**config.mk**
```make
export PLATFORM = sky130hd
export DESIGN_NAME = console_writer
export DESIGN_NICKNAME = d
export VERILOG_FILES = /design/src/rtl/console_writer.sv
export SDC_FILE = /design/constraint.sdc
export NUM_CORES = 1
export LEC_CHECK = 0
export BUFFER_PORTS_ARGS = -buffer_cell sky130_fd_sc_hd__buf_2
export CAP_MARGIN = 15
export CORE_AREA = 2 2 73 103
export DETAILED_ROUTE_END_ITERATION = 12
export DIE_AREA = 0 0 75 105
export GPL_TIMING_DRIVEN = 0
export PLACE_DENSITY_LB_ADDON = 0.12
export SYNTH_ARGS = -nofsm -noshare
export SYNTH_HDL_FRONTEND = slang
export SYNTH_SLANG_ARGS = --single-unit
```
**constraint.sdc**
```tcl
create_clock -name clk -period 3.6 [get_ports clk]
set_input_delay 0.36 -clock clk [delete_from_list [all_inputs] [get_ports clk]]
set_output_delay 0.36 -clock clk [all_outputs]
set_load 0.1 [all_outputs]
```
**src/rtl/console_writer.sv**
```systemverilog
// console_writer: turns a ready/valid byte stream into one-byte VRAM writes.
// Handles CR, LF, BS and FF, tracks a cursor, wraps to row 0 and blanks
// every row as it is entered. Rows are never scrolled.
module console_writer #(
    parameter int         COLS  = 40,
    parameter int         ROWS  = 30,
    parameter logic [7:0] BLANK = 8'h20
) (
    input  logic        clk,
    input  logic        rst_n,
    input  logic [7:0]  in_data,
    input  logic        in_valid,
    output logic        in_ready,
    output logic [11:0] waddr,
    output logic [7:0]  wdata,
    output logic        we,
    output logic [6:0]  cursor_col,
    output logic [4:0]  cursor_row,
    output logic        busy
);

    localparam logic [7:0]  CH_BS = 8'h08;
    localparam logic [7:0]  CH_LF = 8'h0A;
    localparam logic [7:0]  CH_FF = 8'h0C;
    localparam logic [7:0]  CH_CR = 8'h0D;

    localparam logic [11:0] COLS_12     = 12'(COLS);
    localparam logic [11:0] LINE_LAST   = 12'(COLS - 1);
    localparam logic [11:0] SCREEN_LAST = 12'(COLS * ROWS - 1);
    localparam logic [6:0]  COL_LAST    = 7'(COLS - 1);
    localparam logic [4:0]  ROW_LAST    = 5'(ROWS - 1);

    typedef enum logic [1:0] {
        CLR_SCREEN = 2'd0,
        CLR_LINE   = 2'd1,
        IDLE       = 2'd2
    } state_t;

    state_t      state, state_d;
    logic [11:0] clr_cnt, clr_cnt_d;
    logic [11:0] rowbase, rowbase_d;
    logic [6:0]  col_d;
    logic [4:0]  row_d;
    logic [11:0] waddr_d;
    logic [7:0]  wdata_d;
    logic        we_d;

    // Row advance wraps to the top instead of scrolling; rowbase follows
    // the row by repeated addition so no multiplier is needed.
    logic        last_row;
    logic [4:0]  row_adv;
    logic [11:0] rowbase_adv;

    assign last_row    = (cursor_row == ROW_LAST);
    assign row_adv     = last_row ? 5'd0  : cursor_row + 5'd1;
    assign rowbase_adv = last_row ? 12'd0 : rowbase + COLS_12;

    assign busy     = (state != IDLE);
    assign in_ready = (state == IDLE);

    // State and datapath registers; reset lands in CLR_SCREEN so the
    // screen is cleared right after every reset.
    always_ff @(posedge clk or negedge rst_n) begin
        if (!rst_n) begin
            state      <= CLR_SCREEN;
            clr_cnt    <= 12'd0;
            rowbase    <= 12'd0;
            cursor_col <= 7'd0;
            cursor_row <= 5'd0;
            waddr      <= 12'd0;
            wdata      <= 8'd0;
            we         <= 1'b0;
        end else begin
            state      <= state_d;
            clr_cnt    <= clr_cnt_d;
            rowbase    <= rowbase_d;
            cursor_col <= col_d;
            cursor_row <= row_d;
            waddr      <= waddr_d;
            wdata      <= wdata_d;
            we         <= we_d;
        end
    end

    // Next-state, cursor and write-port decode; waddr/wdata hold when idle.
    always_comb begin
        state_d   = state;
        clr_cnt_d = clr_cnt;
        rowbase_d = rowbase;
        col_d     = cursor_col;
        row_d     = cursor_row;
        waddr_d   = waddr;
        wdata_d   = wdata;
        we_d      = 1'b0;

        case (state)
            CLR_SCREEN: begin
                we_d      = 1'b1;
                waddr_d   = clr_cnt;
                wdata_d   = BLANK;
                clr_cnt_d = clr_cnt + 12'd1;
                if (clr_cnt == SCREEN_LAST) begin
                    clr_cnt_d = 12'd0;
                    state_d   = IDLE;
                end
            end

            CLR_LINE: begin
                we_d      = 1'b1;
                waddr_d   = rowbase + clr_cnt;
                wdata_d   = BLANK;
                clr_cnt_d = clr_cnt + 12'd1;
                if (clr_cnt == LINE_LAST) begin
                    clr_cnt_d = 12'd0;
                    state_d   = IDLE;
                end
            end

            IDLE: begin
                if (in_valid && in_ready) begin
                    case (in_data)
                        CH_CR: col_d = 7'd0;
                        CH_LF: begin
                            col_d     = 7'd0;
                            row_d     = row_adv;
                            rowbase_d = rowbase_adv;
                            clr_cnt_d = 12'd0;
                            state_d   = CLR_LINE;
                        end
                        CH_BS: begin
                            if (cursor_col != 7'd0)
                                col_d = cursor_col - 7'd1;
                        end
                        CH_FF: begin
                            col_d     = 7'd0;
                            row_d     = 5'd0;
                            rowbase_d = 12'd0;
                            clr_cnt_d = 12'd0;
                            state_d   = CLR_SCREEN;
                        end
                        default: begin
                            we_d    = 1'b1;
                            waddr_d = rowbase + {5'd0, cursor_col};
                            wdata_d = in_data;
                            if (cursor_col != COL_LAST) begin
                                col_d = cursor_col + 7'd1;
                            end else begin
                                // Wrap: blank the next row right after this write.
                                col_d     = 7'd0;
                                row_d     = row_adv;
                                rowbase_d = rowbase_adv;
                                clr_cnt_d = 12'd0;
                                state_d   = CLR_LINE;
                            end
                        end
                    endcase
                end
            end

            default: state_d = CLR_SCREEN;
        endcase
    end

endmodule

```
==> reports/metrics.yaml <==
postRouteAntennaNets: 0
diodes: 0
cts.sinks: 56
yosys.area_share.simple: 0.2213
rsz0062_at_grt: "no"
areaGrowthSynthToFinish_pct: 12.93
muxShareOfSynthArea: 0.04480
yosysWarnings: 0
first_iter_violations: 155
cts_resized: 0
clk_pin_slew_ns: 0.10
root_buffer: "clkbuf_8"
combPwrFrac: 0.595
worst_pin_slew_ns: 0.6506
switching_power_mw: 1.852
cts_inserted_buffers: 5
synth-xor-area-share: 0.02593
avgSynthCellArea_sq_um: 8.803
core_area_sq_um: 6892
timing.fmax_mhz: 302.2
portBuffers: 43
tns_ns: 0
grt_max_degree: 30
finalCriticalPeriod_ns: 3.309
cts_setup_buffers: 0
drt_wl_total_mm: 9.317
slew_viol_final: 0
switching_share: 0.5582
pwr_density_cell_nw_per_um2: 790.9
grt_pass1_vias: 3285
hpwl_mm: 7.120
synth_edf_count: 0
ctsHoldBuffers: 0
ctsHtreeMaxLevel: 2
die_y_um: 105
final_common_cell: "o21ai_0"
cp-start-kind: "flop"
arrival_ns: 3.55
yosysSeqAreaShare: 0.3772
antenna_found_initial: 0
hold_path_class: "primary input to async pin"
period_share: 0.9192
synth_ff_type: "dfrtp_1"
critical_path_peak_fanout: 10
critical-path-top-delay-family: "compound AO/OA/AOI/OAI gates"
postSynthCellCount: 422
p_int_mw: 1.466
cts_tree: "done"
critPathKind: "flop to flop"
max-slew-margin-rel: 0.5663
finish.utilization: 0.6088
drtPass1Iterations: 4
grt_usage: 0.2562
clock_latency_ns: 0.32
syn_nets: 455
outcome: "complete, no violations"
clkPwrFrac: 0.138
num_vias: 3328
cp_num_buf_inv: 3
drc: 0
globalplace.congestion: 0.9126
cp.required_ns: 3.84
worst_path_most_repeated_cell: "ha_1"
io_pins: 46
seqPwrFrac: 0.267
wire_per_inst_um: 16.37
ys_types: 63
drt-vias-per-instance: 5.849
cts.path.max_buffers: 2
endpoint_kind: "flop"
path_cells: "inv_1, ha_1, buf_2, buf_1, mux2_2, ha_1, a21oi_1, o21a_1, o21ai_0, o211ai_1, xnor2_1, o31ai_1"
start_util: 0.5390
dieWidth_um: 75
leakage_nw: 1.960
syn_area_sq_um: 3715
synthAdderAreaFrac: 0.07410
drive_gt1_frac: 0.1688
layout_common_cells: "o21ai_0 (57), dfrtp_1 (56), buf_2 (50), nand2_1 (43), nor2_1 (28)"
crit_slowest_cell: "buf_1"
grt-ovfl-total: 0
grt_pass1_wl_mm: 15.73
synth_compound_area_frac: 0.2115
nets: 506
max_stage_delay_ns: 0.44
finalClockSkew_ns: 0.003404
synth_top_family_by_area: "simple AND/OR/NAND/NOR gates"
setup_viol: 0
ys_ff_latch: 56
hold_viol: 0
die_area_sq_um: 7875
drv_cap: 0
synth-async-reset-ratio: 1.000
fillers: 645
rows: 36
ir_drop_mv: 0.5418
## through the flow
stage,worst slack [ns],power (mW),area (sq um),std cells,hold WS [ns]
after CTS,0.3543,3.329,4195,569,0.07506
after floorplan,0.06702,2.479,3715,422,0.06441
after global placement,0.4826,2.844,4049,560,0.4580
final,0.2907,3.318,4195,569,0.05283
after global routing,0.1543,3.524,4195,569,0.1118
after detailed placement,0.4455,2.872,4069,561,0.4274
## layer usage
layer  part of all wire  GRT usage
met1               0.40     0.2911
met3              0.032    0.03664
met4              0.032     0.1110
met5                  0          0
met2               0.53     0.4561
## flip-flops by register name, indices dropped and copies added, names as in the netlist
register / flops
rowbase: 9
cursor_row: 5
cursor_col: 7
clr_cnt: 12
we: 1
state: 2
waddr: 12
wdata: 8
## cell type report
class                      instances  area, sq um  area share
tap                               95        118.9     0.02833
multi-input combinational        328         2150      0.5124
timing repair buffer              44        235.2     0.05607
clock buffer                       7        96.34     0.02296
inverter                          14        52.55     0.01253
sequential                        56         1401      0.3340
clock inverter                     1        30.03    0.007158
buffer                            24        111.4     0.02654
## path summary, 6_finish.rpt
path,from,endpoint,slack [ns],cells past startpoint
min in group clk,in_data[6],wdata[6],0.30,3
max,state[0],waddr[11],0.29,12
max reg2reg,state[0],waddr[11],0.29,12
max in group asynchronous,rst_n,waddr[2],2.97,2
min reg2reg,wdata[6],wdata[6],0.48,2
min,rst_n,cursor_col[1],0.05,1
## cells in the mapped netlist (all sizes together) (4+ instances only)
master | instances | area, sq um
nor2b | 13 | 81.33
mux2i | 11 | 110.1
or2 | 4 | 25.03
mux2 | 5 | 56.30
o211ai | 4 | 35.03
ha | 22 | 275.3
inv | 14 | 52.55
o31ai | 20 | 155.1
a21o | 4 | 30.03
nand4 | 8 | 50.05
nor2 | 28 | 105.1
o21ai | 58 | 290.3
nand2 | 44 | 167.7
and3 | 15 | 95.09
clkbuf | 14 | 53.80
buf | 10 | 57.55
nor3 | 6 | 30.03
nand3 | 14 | 70.07
a21oi | 10 | 50.05
nand2b | 7 | 51.30
a31oi | 4 | 25.02
dfrtp | 56 | 1401
xnor2 | 8 | 70.07
## logic make-up after synthesis
group           after synthesis
mux                          16
xor+xnor                     11
compound gates              123
flops                        56
other cells                   1
fa+ha+maj                    22
simple gates                155
buf+inv                      38
## power groups by stage
stage,Sequential [mW],Combinational [mW],Clock [mW]
final,0.885,1.97,0.459
after global routing,0.908,2.12,0.492
after CTS,0.886,1.98,0.466
after detailed placement,0.900,1.97,0
after global placement,0.895,1.95,0
after floorplan,1.60,0.880,0
No activity file was read; power rests on OpenSTA's default activity.
